**src/rtl/sparse_dp_row_acc.sv**
```systemverilog
// Purpose: row of M N:M structured-sparse dot-product columns with a weight-stationary buffer, accumulating one result per tile.
// Latency: 1 beat/cycle within a tile; last beat accepted in cycle t -> out_valid in cycle t+2.
// Backpressure: act_ready drops through FLUSH/OUT; the result is held stable in OUT until out_ready.
//
// Ports: clk/reset (async, active-low); nnz_sel (active nonzeros per group, latched at tile start);
//   w_wr/w_col/w_addr/w_data/w_idx (weight buffer write, honoured only in IDLE);
//   act_valid/act_ready/act_data/act_last (activation beat stream); psum_in (per-column initial value);
//   out_valid/out_ready/psum_out (tile result); busy (tile in progress).
// Build option: define DPROW_SAT_EN to saturate accumulator updates instead of wrapping.
module sparse_dp_row_acc #(
    parameter int bw      = 4,
    parameter int psum_bw = 20,
    parameter int n       = 4,
    parameter int nnz_max = 2,
    parameter int M       = 4,
    parameter int DEPTH   = 8
) (
    input  logic                                clk,
    input  logic                                reset,
    input  logic [$clog2(nnz_max+1)-1:0]        nnz_sel,
    input  logic                                w_wr,
    input  logic [$clog2(M)-1:0]                w_col,
    input  logic [$clog2(DEPTH)-1:0]            w_addr,
    input  logic [nnz_max*bw-1:0]               w_data,
    input  logic [nnz_max*$clog2(n)-1:0]        w_idx,
    input  logic                                act_valid,
    output logic                                act_ready,
    input  logic [n*bw-1:0]                     act_data,
    input  logic                                act_last,
    input  logic [M*psum_bw-1:0]                psum_in,
    output logic                                out_valid,
    input  logic                                out_ready,
    output logic [M*psum_bw-1:0]                psum_out,
    output logic                                busy
);

    localparam int IW  = $clog2(n);
    localparam int NSW = $clog2(nnz_max+1);
    localparam int AW  = $clog2(DEPTH);
    localparam int PW  = 2*bw + 1;                    // signed weight x zero-extended activation
    localparam int SW  = PW + $clog2(nnz_max+1);      // per-beat column sum, no overflow

    typedef enum logic [1:0] {S_IDLE, S_RUN, S_FLUSH, S_OUT} state_t;

    state_t state_q, state_d;

    // Weight buffer is deliberately not reset.
    logic [nnz_max*bw-1:0] w_mem_dat [M][DEPTH];
    logic [nnz_max*IW-1:0] w_mem_idx [M][DEPTH];

    logic                      ready_en_q;     // keeps act_ready low until the first edge after reset
    logic [AW-1:0]             cnt_q;
    logic [NSW-1:0]            nnz_q;
    logic                      prod_vld_q;
    logic signed [SW-1:0]      prod_q [M];
    logic signed [psum_bw-1:0] acc_q  [M];

    logic                      beat_acc;
    logic                      beat_last;
    logic [AW-1:0]             rd_addr;
    logic [NSW-1:0]            nnz_in_c;
    logic [NSW-1:0]            nnz_eff;
    logic signed [SW-1:0]      sum_c [M];

    function automatic logic signed [PW-1:0] mul(input logic signed [bw-1:0] w,
                                                 input logic [bw-1:0] a);
        return w * $signed({1'b0, a});
    endfunction

    function automatic logic [bw-1:0] act_elem(input logic [n*bw-1:0] a,
                                               input logic [IW-1:0] j);
        return a[int'(j)*bw +: bw];
    endfunction

`ifdef DPROW_SAT_EN
    localparam int XW = ((SW > psum_bw) ? SW : psum_bw) + 1;
    localparam logic signed [XW-1:0] ACC_MAX = {{(XW-psum_bw+1){1'b0}}, {(psum_bw-1){1'b1}}};
    localparam logic signed [XW-1:0] ACC_MIN = ~ACC_MAX;

    function automatic logic signed [psum_bw-1:0] acc_add(input logic signed [psum_bw-1:0] a,
                                                          input logic signed [SW-1:0] b);
        logic signed [XW-1:0] s;
        s = XW'(a) + XW'(b);
        if (s > ACC_MAX)      return ACC_MAX[psum_bw-1:0];
        else if (s < ACC_MIN) return ACC_MIN[psum_bw-1:0];
        else                  return s[psum_bw-1:0];
    endfunction
`else
    function automatic logic signed [psum_bw-1:0] acc_add(input logic signed [psum_bw-1:0] a,
                                                          input logic signed [SW-1:0] b);
        return a + psum_bw'(b);
    endfunction
`endif

    assign act_ready = ready_en_q && (state_q == S_IDLE || state_q == S_RUN);
    assign beat_acc  = act_valid && act_ready;

    // The first beat of a tile always reads entry 0; later beats use the running count.
    assign rd_addr   = (state_q == S_RUN) ? cnt_q : '0;
    assign beat_last = act_last || (DEPTH == 1) ||
                       (state_q == S_RUN && cnt_q == AW'(DEPTH-1));

    // The first beat uses the live selector because the latched copy is not loaded yet.
    assign nnz_in_c  = (int'(nnz_sel) > nnz_max) ? NSW'(nnz_max) : nnz_sel;
    assign nnz_eff   = (state_q == S_IDLE) ? nnz_in_c : nnz_q;

    always_comb begin
        for (int i = 0; i < M; i++) begin
            sum_c[i] = '0;
            for (int k = 0; k < nnz_max; k++) begin
                if (k < int'(nnz_eff)) begin
                    sum_c[i] = sum_c[i] + SW'(mul(w_mem_dat[i][rd_addr][k*bw +: bw],
                                                  act_elem(act_data, w_mem_idx[i][rd_addr][k*IW +: IW])));
                end
            end
        end
    end

    always_comb begin
        state_d   = state_q;
        out_valid = 1'b0;
        busy      = (state_q != S_IDLE);
        case (state_q)
            S_IDLE:  if (beat_acc) state_d = beat_last ? S_FLUSH : S_RUN;
            S_RUN:   if (beat_acc && beat_last) state_d = S_FLUSH;
            S_FLUSH: state_d = S_OUT;
            S_OUT: begin
                out_valid = 1'b1;
                if (out_ready) state_d = S_IDLE;
            end
            default: state_d = S_IDLE;
        endcase
    end

    always_ff @(posedge clk or negedge reset) begin
        if (!reset) state_q <= S_IDLE;
        else        state_q <= state_d;
    end

    always_ff @(posedge clk or negedge reset) begin
        if (!reset) begin
            ready_en_q <= 1'b0;
            cnt_q      <= '0;
            nnz_q      <= '0;
            prod_vld_q <= 1'b0;
            for (int i = 0; i < M; i++) begin
                prod_q[i] <= '0;
                acc_q[i]  <= '0;
            end
        end else begin
            ready_en_q <= 1'b1;
            prod_vld_q <= beat_acc;
            if (beat_acc) begin
                cnt_q <= (state_q == S_IDLE) ? AW'(1) : cnt_q + AW'(1);
                for (int i = 0; i < M; i++) prod_q[i] <= sum_c[i];
            end
            if (beat_acc && state_q == S_IDLE) begin
                nnz_q <= nnz_in_c;
                for (int i = 0; i < M; i++) acc_q[i] <= psum_in[i*psum_bw +: psum_bw];
            end else if (prod_vld_q) begin
                for (int i = 0; i < M; i++) acc_q[i] <= acc_add(acc_q[i], prod_q[i]);
            end
        end
    end

    always_ff @(posedge clk) begin
        if (w_wr && state_q == S_IDLE) begin
            w_mem_dat[w_col][w_addr] <= w_data;
            w_mem_idx[w_col][w_addr] <= w_idx;
        end
    end

    always_comb begin
        for (int i = 0; i < M; i++) psum_out[i*psum_bw +: psum_bw] = acc_q[i];
    end

endmodule

```
**config.mk**
```make
export PLATFORM = sky130hd
export DESIGN_NAME = sparse_dp_row_acc
export DESIGN_NICKNAME = d
export VERILOG_FILES = /design/src/rtl/sparse_dp_row_acc.sv
export SDC_FILE = /design/constraint.sdc
export NUM_CORES = 1
export LEC_CHECK = 0
export BUFFER_PORTS_ARGS = -buffer_cell sky130_fd_sc_hd__buf_2
export CORE_MARGIN = 5
export CORE_UTILIZATION = 33
export CTS_CLUSTER_SIZE = 25
export DETAILED_ROUTE_END_ITERATION = 8
export PLACE_DENSITY = 0.52
export SYNTH_ARGS = -nofsm -noshare
export SYNTH_HDL_FRONTEND = slang
export SYNTH_SLANG_ARGS = --single-unit
```
**constraint.sdc**
```tcl
create_clock -name clk -period 7 [get_ports clk]
set_input_delay 2.1 -clock clk [delete_from_list [all_inputs] [get_ports clk]]
set_output_delay 2.1 -clock clk [all_outputs]
set_load 0.01 [all_outputs]
```
Word level (Yosys, flattened, before mapping)
Memory sizes are Yosys's and may differ from the RTL's.
Cells that the tools add are included.
{"block": "totals", "mem_count": 2, "ff_bits": 133, "out_inout_bits": 83, "inputBits": 121, "ram_bits": 384, "word_cells": 119}
{"name": "w_mem_dat", "words": 4, "word_bits": 64, "read_ports": 4, "rd_clocked_by_memory_dff": 0, "write_ports": 1, "line": "48", "text": "logic [nnz_max*bw-1:0] w_mem_dat [M][DEPTH];"}
{"name": "w_mem_idx", "words": 4, "word_bits": 32, "read_ports": 4, "rd_clocked_by_memory_dff": 0, "write_ports": 1, "line": "49", "text": "logic [nnz_max*IW-1:0] w_mem_idx [M][DEPTH];"}
{"block": "op_classes", "multipliers": 8, "n_eq_ne": 7, "n_bitwise": 2, "n_lt_le_gt_ge": 6, "reduce_logical": 13, "n_shift": 8, "muxes": 51, "add_sub_neg": 9}
{"cell": "$mux W80", "n": 2}
{"cell": "$shiftx A16 B5 Y4", "n": 8}
{"cell": "$bmux W8 S3", "n": 4}
{"cell": "$mux W11", "n": 8}
{"cell": "$add A20 B11 Y20", "n": 4}
{"cell": "$mul A4 B5 Y9", "n": 8}
{"cell": "$mux W8", "n": 9}
{"cell": "$mux W64", "n": 1}
{"cell": "$bmux W4 S3", "n": 4}
{"cell": "$add A11 B9 Y11", "n": 4}
{"cell": "$mux W4", "n": 9}
{"cell": "$mux W32", "n": 1}
{"cell": "$demux W8 S3", "n": 1}
{"cell": "$demux W4 S3", "n": 1}
{"cell": "$mux W2", "n": 6}
{"cell": "$ge A4 B4 Y1 const B", "n": 2}
{"cell": "$not A3 Y4", "n": 2}
{"cell": "$pmux W2 S4", "n": 1}
{"cell": "$logic_and A1 B1 Y1", "n": 7}
{"cell": "$mux W3", "n": 2}
{"cell": "$eq A2 B2 Y1 const B", "n": 2}
{"cell": "$lt A1 B2 Y1 const A", "n": 2}
{"cell": "$lt A4 B1 Y1 const B", "n": 1}
{"cell": "$ne A2 B2 Y1 const B", "n": 2}
{"cell": "other kinds (10)", "n": 13}

Depth between registers and ports, before layout
Gate-level depths: netlist (run 1).
{"block": "depth", "depth_word": 11, "mapped_depth": 33, "depth_no_buf": 31}

Worst setup path after synthesis (run 1)
No wires, ideal clock.
{"block": "synth_timing", "kind": "input to register", "from": "input act_data[4]", "to": "register prod_q[31] (netlist bit)", "n_path_buf": 1, "cell_stages": 24, "path_slack_ns": -0.819, "arrival_time_ns": 7.724, "cell_sequence": "buf_2 -> nor2b_1 -> a211oi_1 -> a21oi_1 -> nand2b_1 -> fa_1 -> fa_1 -> inv_1 -> fa_1 -> ha_1 -> nand2_1 -> fa_1 -> fa_1 -> fa_1 -> inv_1 -> ha_1 -> a21o_1 -> a21o_1 -> a21o_1 -> a21oi_1 -> o21ai_0 -> xnor2_1 -> nor2_1 -> o31ai_1"}
{"block": "synth_via", "elab_chain_len": 5, "word_cells_on_any_way": 7, "cone_classes": "add/sub (1); mul (2); shift (2); mux (2)"}
{"item": "from (decl)", "line": "28", "text": "input logic [n*bw-1:0] act_data,"}
{"item": "$shiftx A16 B5 Y4", "line": "72", "text": "return a[int'(j)*bw +: bw];"}
{"item": "$mul A4 B5 Y9", "line": "67", "text": "return w * $signed({1'b0, a});"}
{"item": "$mux W11", "line": "111", "text": "if (k < int'(nnz_eff)) begin"}
{"item": "$add A11 B9 Y11", "line": "112", "text": "sum_c[i] = sum_c[i] + SW'(mul(w_mem_dat[i][rd_addr][k*bw +: bw],"}
{"item": "$mux W11 (*)", "line": "111"}
{"item": "to (signal, indexed assignment)", "line": "147", "text": "prod_q[i] <= '0;"}
{"item": "to (decl)", "line": "55", "text": "logic signed [SW-1:0] prod_q [M];"}
Every way passes the cells marked *; elsewhere a longest branch is shown, timed or not.
A chain may end at the register's enable or synchronous reset.

Final worst setup path (run 1)
{"block": "layout_timing", "from": "register cnt_q[0]", "to": "register prod_q[20] (netlist bit)"}
{"block": "layout_via", "elab_chain_len": 10, "word_cells_on_any_way": 15, "cone_classes": "add/sub (1); mul (2); shift (2); mux (9); bitwise (1)"}
{"item": "from (decl)", "line": "52", "text": "logic [AW-1:0] cnt_q;"}
{"item": "from (signal assigned)", "line": "154", "text": "cnt_q <= (state_q == S_IDLE) ? AW'(1) : cnt_q + AW'(1);"}
{"item": "$mux W3 (*)", "line": "99", "text": "assign rd_addr = (state_q == S_RUN) ? cnt_q : '0;"}
{"item": "$not A3 Y4 (implied by the code) (*)", "line": "112, 113"}
{"item": "$bmux W4 S3", "line": "113", "text": "act_elem(act_data, w_mem_idx[i][rd_addr][k*IW +: IW])));"}
{"item": "$mux W4 (implied by the code) (2 in a row)", "line": "113"}
{"item": "$shiftx A16 B5 Y4", "line": "72"}
{"item": "$mul A4 B5 Y9", "line": "67"}
{"item": "$mux W11", "line": "111"}
{"item": "$add A11 B9 Y11", "line": "112"}
{"item": "$mux W11 (*)", "line": "111"}
Every way passes the cells marked *; elsewhere a longest branch is shown, timed or not. The select of a mux whose other input is x is not followed.

==> results by group, run 1 <==
Status
  – Result of the run: finished, violations left
  – Failing checks: setup timing

Synth
  – Post-Syn Area: approximately 31,000 µm²
  – Synth area leaders: edfxtp_1 (37%), dfrtp_1 (11%), ha_1 (9.4%)
  – Distinct cells, synth: about 70
  – Synth top area share: between 30% and 40%
  – Post-synthesis average cell area: approximately 11 µm²
  – Synth area leader: edfxtp_1
  – Top_reg_cell synth: edfxtp_1
  – Post-synthesis async set-or-reset flop share: approximately a quarter
  – Register area share after synthesis: between 40% and 50%
  – Seq cells post-synth: 517
  – Syn Nets: about 3.3k
  – Syn. warnings: 0
  – Number of enable flip-flop cells after synthesis: 384
  – Post-Synthesis Cells: 2,831

CTS
  – Clock-pin slew on the worst setup and hold paths: approximately 0.06 ns
  – CTS H-tree depth: 2
  – Clock tree buffer depth: 3
  – Total CTS buffers: 58
  – Clock sink total: about 520
  – Clock root buffer master: clkbuf_16
  – CTS tree: built
  – Clk_lat worst skew: 0.67 ns

Worst setup path
  – R2R cell count: 26
  – CP startpoint: cnt_q[0]$_DFFE_PN0P_
  – Crit path kind: reg -> reg
  – R2R Setup Slk: -0.27 ns
  – Worst Path Required: between 7 and 8 ns
  – Critical Path End Type: register
  – Reg2reg start: cnt_q[0]$_DFFE_PN0P_
  – Crit path DAT: between 7 and 8 ns
  – Worst Setup EP: prod_q[20]$_DFFE_PN0P_
  – Crit-path max FO: 10
  – CP Launch Type: register
  – Worst r2r dst: prod_q[20]$_DFFE_PN0P_

Drt
  – 1st-pass router iterations: 5
  – Vias per inst: between 4 and 5
  – DR DRC count: 0
  – DR iter-0 viols: ~1.5k
  – Via count: roughly 23k
  – WL/cell: 19.6 µm
  – Post-Route WL: approximately 90,000 µm
  – Post-route ant nets: 0

Global routing
  – Antenna violations before repair: 4
  – Total grt overflow: 0
  – First-pass GRT wire length: about 140,000 µm
  – Number of global-route vias before repair: 22.9k
  – Gr usage total: between 15 and 20%
  – Largest net degree at the start of global routing: 89

Final layout
  – Most frequent cells in the layout: edfxtp_1 (384), buf_4 (297), nand2_1 (263)
  – Design area: between 30,000 and 40,000 µm²
  – Register Area: approximately 15,000 µm²
  – Share of layout cells above drive strength 1: between 20 and 25%
  – Layout filler cell count: 9,055
  – P&R area growth vs syn: 22.9%
  – Fin nets: roughly 3.7k
  – Area of the multi-input gates: 15,700 µm²
  – Most common cell after layout, fill and taps aside: edfxtp_1

Die
  – Die ar.: roughly 100,000 µm²
  – Io pins: 204
  – Core area: ~95,000 µm²
  – Starting density of the core: 33.1%
  – Die height: between 300 and 400 µm
  – Die X: 318 µm
  – Site Rows: around 110

STA
  – Final slew viol count: 0
  – Worst-margin pin slew: ~1.2 ns
  – FMAX: around 140 MHz
  – Fin crit period: 7.27 ns
  – # setup viols final: 16
  – Final Hold Fails: 0
  – Final Cycle Share: 104%
  – Final setup margin: -0.270 ns
  – Final Skew: 0.0586 ns
  – Worst rel slew slack: about a fifth
  – Unrepaired setup endpoints after global routing: yes

Placement
  – Placed Area: 35,900 µm²
  – Final RePlAce weighted congestion: roughly 0.82
  – Count of input and output buffers: 203
  – HPWL after DPL: 66,500 µm

Hold path
  – HP Class: reg -> reg

Flow run
  – Max cap viols: 0
-- metal layers --
layer | vias up | routed length, µm | track usage [%]
met5 | - | 0 | 0
met1 | 11183 | 41500 | 24.0
met4 | 0 | 1490 | 3.27
met2 | 493 | 42900 | 29.6
li1 | 11188 | - | -
met3 | 94 | 4420 | 2.84
-- cell usage after synthesis, types with 7 or more instances --
library cell and number:
nor2b_1 57, buf_1 22, xor2_1 40, ha_1 236
a21o_1 68, mux4_2 35, nand2b_1 20, clkbuf_1 59
o21bai_1 9, and2_1 69, buf_6 10, nor2_1 191
o22ai_1 51, nand3_1 22, mux2i_1 117, o31ai_1 9
inv_1 162, dfrtp_1 133, fa_1 72, and3_1 21
nand4_1 7, a221oi_2 12, or2_2 11, or3_1 7
a21oi_1 234, o21a_1 10, buf_2 34, edfxtp_1 384
a211oi_1 52, o21ai_0 179, nor3_1 35, a31oi_1 37
nand2_1 270, buf_4 8, xnor2_1 54, mux2_2 29
-- per-stage QoR --
stage	hold WS (ns)	setup slack [ns]	std cells	setup TNS (ns)	utilization, %
after CTS	0.489	-0.275	4593	-2.00	40.4
after global placement	0.475	-0.860	4469	-18.80	37.9
after global routing	0.521	-0.610	4600	-8.52	40.6
final	0.482	-0.270	4602	-2.12	40.6
after detailed placement	0.475	-0.897	4469	-20.01	37.9
after floorplan	0.440	-0.563	2831	-6.42	-
-- layout make-up --
type / count / share of cell area (%)
multi-input cells: 2016 / 40.9
clock inverters: 38 / 1.15
inverters: 165 / 1.62
flip-flops and latches: 517 / 38.7
clock buffers: 72 / 3.99
well taps: 1265 / 4.12
diodes: 2 / 0.0130
repair buffers: 527 / 9.51
-- logic make-up (layout without fill, tap and decap cells) --
kind of cell	Yosys count	count (layout)	share of synthesized area, %
simple gates	729	729	10.8
compound gates	703	703	13.7
flops	517	517	47.5
fa+ha+maj	308	308	14.0
buf+inv	298	802	4.05
mux	181	181	7.31
xor+xnor	94	94	2.63
other cells	1	3	0.0120
-- state kept, by name, summed over array words and instances, names as in the netlist --
| signal | cells |
|---|---|
| w_mem_dat | 256 |
| w_mem_idx | 128 |
| psum_out | 80 |
| prod_q | 44 |
| cnt_q | 3 |
| nnz_q | 2 |
| state_q | 2 |
| prod_vld_q | 1 |
| ready_en_q | 1 |
-- worst min path at each step --
stage	from	end	cells after the start
2_1_floorplan	nnz_q[0]$_DFFE_PN0P_	nnz_q[0]$_DFFE_PN0P_	2
3_3_place_gp	prod_q[25]$_DFFE_PN0P_	prod_q[25]$_DFFE_PN0P_	2
3_5_place_dp	prod_q[14]$_DFFE_PN0P_	prod_q[14]$_DFFE_PN0P_	2
4_1_cts	prod_q[14]$_DFFE_PN0P_	prod_q[14]$_DFFE_PN0P_	2
5_1_grt	prod_q[25]$_DFFE_PN0P_	prod_q[25]$_DFFE_PN0P_	2
6_report	prod_q[14]$_DFFE_PN0P_	prod_q[14]$_DFFE_PN0P_	2
-- timing repair --
item / in CTS / in global routing
resized for setup: 48 / 43
endpoints found under the setup margin: 20 / 26
pin swaps: 23 / 22
hold buffers: 0 / 0
gates cloned: 1 / 1
buffers inserted: 13 / 9
-- worst max-delay path, cell delays in order (launching register included) --
cell and delay (ns):
dfrtp_4 0.47, buf_12 0.16, buf_12 0.14, mux4_2 0.54, a221oi_4 0.32, buf_6 0.18
mux2i_4 0.25, or2_4 0.15, fa_1 0.43, fa_1 0.49, inv_1 0.05, fa_1 0.47
ha_4 0.30, nand2_2 0.05, fa_1 0.59, fa_2 0.45, fa_2 0.55, inv_1 0.04
ha_1 0.26, a21o_1 0.17, a21o_1 0.18, a21o_1 0.18, a21oi_2 0.17, o21ai_2 0.07
xnor2_1 0.16, nor2_1 0.06, o31ai_1 0.23
Power of run 1 is not shown: default switching activity piles up to over one toggle a cycle in this logic, so the estimate is an artifact.
==> run 2, diff against run 1 <==
--- a/config.mk
+++ b/config.mk
@@ -5,12 +5,14 @@
 export SDC_FILE = /design/constraint.sdc
 export NUM_CORES = 1
 export LEC_CHECK = 0
+export ABC_CLOCK_PERIOD_IN_PS = 7000
 export BUFFER_PORTS_ARGS = -buffer_cell sky130_fd_sc_hd__buf_2
 export CORE_MARGIN = 5
 export CORE_UTILIZATION = 33
+export CTS_CLUSTER_DIAMETER = 200
 export CTS_CLUSTER_SIZE = 25
 export DETAILED_ROUTE_END_ITERATION = 8
-export PLACE_DENSITY = 0.52
+export PLACE_DENSITY = 0.59
 export SYNTH_ARGS = -nofsm -noshare
 export SYNTH_HDL_FRONTEND = slang
 export SYNTH_SLANG_ARGS = --single-unit
==> run 2 against run 1 <==
Net effect: the flow still finishes with violations (setup timing); critical path depth fell by 2; clock-buffer cell count fell by 32; register-to-register slack got worse by 0.04 ns; via count barely moved; clock skew fell by 0.037 ns; worst hold slack improved by 0.016 ns; final area fell by 1.4%; non-clock buffer count rose by 28; cell count fell by 0.87%; routed wire length fell by 3.0%; global-route usage fell by 0.65 points; highest routed layer unchanged.
==> results by group, run 2 (synthesis gave the netlist of run 1 again) <==
Status
  – Result of the run: finished, violations left
  – Failing checks: setup timing

Final layout
  – Most frequent cells in the layout: edfxtp_1 (384), buf_4 (304), nand2_1 (259)
  – Max reg flops: roughly 260
  – Fin nets: 3,708
  – Layout Cells excl Fill: 4,562
  – P&R area growth vs syn: 21.2%
  – Share of layout cells above drive strength 1: about a quarter
  – Largest register by flop count: w_mem_dat
  – Most common cell after layout, fill and taps aside: edfxtp_1

Placement
  – Count of input and output buffers: ~200
  – Final RePlAce weighted congestion: between 0.8 and 0.9
  – HPWL after DPL: 63,900 µm
  – Dpl cells: ~4.5k

CTS
  – Total CTS buffers: 24
  – Clock tree buffer depth: 3
  – Clock-pin slew on the worst setup and hold paths: roughly 0.1 ns
  – Clk_lat worst skew: 0.61 ns
  – CTS tree: built
  – CTS H-tree depth: 1
  – Clock root buffer master: clkbuf_16
  – Clock sink total: 517

Drt
  – DR DRC count: 0
  – DR iter-0 viols: approximately 1.6k
  – WL/cell: around 19 µm
  – Via count: around 23k
  – Vias per inst: between 5 and 6
  – 1st-pass router iterations: 6
  – Post-route ant nets: 0
  – Post-Route WL: 87,700 µm

STA
  – Final setup margin: -0.314 ns
  – Fin crit period: roughly 7.3 ns
  – Final Cycle Share: 104%
  – Worst-margin pin slew: between 1 and 1.5 ns
  – Final Hold Fails: 0
  – Final Skew: ~0.021 ns
  – Final slew viol count: 0
  – Worst rel slew slack: between 20% and 30%
  – Unrepaired setup endpoints after global routing: yes
  – # setup viols final: 20
  – FMAX: around 140 MHz

Worst setup path
  – Crit-path max cell delay: 0.58 ns
  – Crit path DAT: 7.82 ns
  – Crit path cell chain: buf_6 > buf_6 > mux2i_4 > mux2i_4 > or2_4 > fa_1 > fa_1 > inv_2 > fa_1 > ha_4 > nand2_4 > fa_1 > fa_2 > fa_2 > inv_2 > ha_4 > a21o_1 > a21o_1 > a21o_1 > a21oi_2 > o21ai_2 > xnor2_1 > nor2_1 > o31ai_1
  – Crit-path max FO: 6
  – Crit path kind: in -> reg
  – R2R Setup Slk: -0.31 ns
  – CP bufs+invs: 4
  – Delay-heaviest family, CP: adder cells
  – Critical Path End Type: register
  – CP Launch Type: primary input
  – Worst Path Required: 7.51 ns
  – Slowest library cell on the worst path: fa_1
  – Critical Path Most Common Cell: fa_1

Hold path
  – HP Class: reg -> reg

Global routing
  – Number of global-route vias before repair: between 20k and 25k
  – Largest net degree at the start of global routing: 81
  – First-pass GRT wire length: roughly 140,000 µm
  – Total grt overflow: 0
  – Antenna violations before repair: 3
  – Gr usage total: ~17%

Die
  – Core area: around 95,000 µm²
  – Starting density of the core: around a third
  – Site Rows: 113
  – Die ar.: a little over 100,000 µm²
  – Io pins: 204
  – Die X: between 300 and 400 µm
  – Die height: roughly 320 µm

Flow run
  – Max cap viols: 0
[run 2: cell types whose count changed in the layout (fill, tap and decap cells not counted), moves of 6 or more]
cell / previous run / this run
buf_12: 9 / 18
buf_4: 297 / 304
buf_6: 18 / 24
buf_8: 0 / 6
bufinv_16: 7 / 0
clkbuf_16: 58 / 25
clkinv_1: 8 / 2
clkinv_2: 15 / 0
mux2i_1: 106 / 95
mux2i_4: 7 / 13
[run 2: through the flow]
stage	setup TNS, ns	worst slack [ns]	util (%)	hold slack [ns]	area (µm²)
floorplan	-6.42	-0.563	-	0.440	31500
detailed placement	-22.54	-1.01	37.8	0.473	35700
CTS	-2.36	-0.258	39.6	0.506	37400
finish	-3.86	-0.314	40.1	0.498	37900
global placement	-20.96	-0.933	37.8	0.473	35700
global route	-10.51	-0.571	40.1	0.536	37900
[run 2: worst paths after layout]
kind	end	from	depth (start not counted)
max in group asynchronous	prod_q[0]$_DFFE_PN0P_	reset	2
min in group asynchronous	psum_out[19]$_DFFE_PN0P_	reset	1
max	prod_q[20]$_DFFE_PN0P_	act_data[4]	24
min reg2reg	prod_q[15]$_DFFE_PN0P_	prod_q[15]$_DFFE_PN0P_	2
max reg2reg	prod_q[20]$_DFFE_PN0P_	cnt_q[0]$_DFFE_PN0P_	28
min	prod_q[15]$_DFFE_PN0P_	prod_q[15]$_DFFE_PN0P_	2
[run 2: cell type report]
type	instances	area [µm²]
Antenna cell	2	5.00
Clock buffer	40	661
Clock inverter	2	38.8
Fill cell	9155	56700
Inverter	165	619
Multi-Input combinational cell	2016	16000
Sequential cell	517	14900
Tap cell	1265	1580
Timing Repair Buffer	555	4140
[run 2: worst reg2reg max path, delay by kind of cell, from the launching register on]
kind	cells	cell delay, ns
XOR/XNOR	1	0.16
AO/OA/AOI/OAI	8	1.37
AND/OR/NAND/NOR	3	0.35
adder cells (fa/ha/maj)	8	3.65
buffers and inverters	5	0.60
multiplexers	3	0.55
flip-flops	1	0.52
[run 2: metal layers]
layer	wire, µm	global-route usage (%)	share of wire, %
met1	39600	23.2	45
met2	41400	28.6	47
met3	4900	2.49	5.6
met4	1730	3.01	2.0
met5	0	0	0
[run 2: timing repair]
action,in CTS,in global routing
buffers inserted,48,19
pin swaps,46,80
gates cloned,4,0
gates resized for setup,96,83
endpoints found under the setup margin,26,30
hold buffers,0,0
Power of run 2 is left out for the same reason.
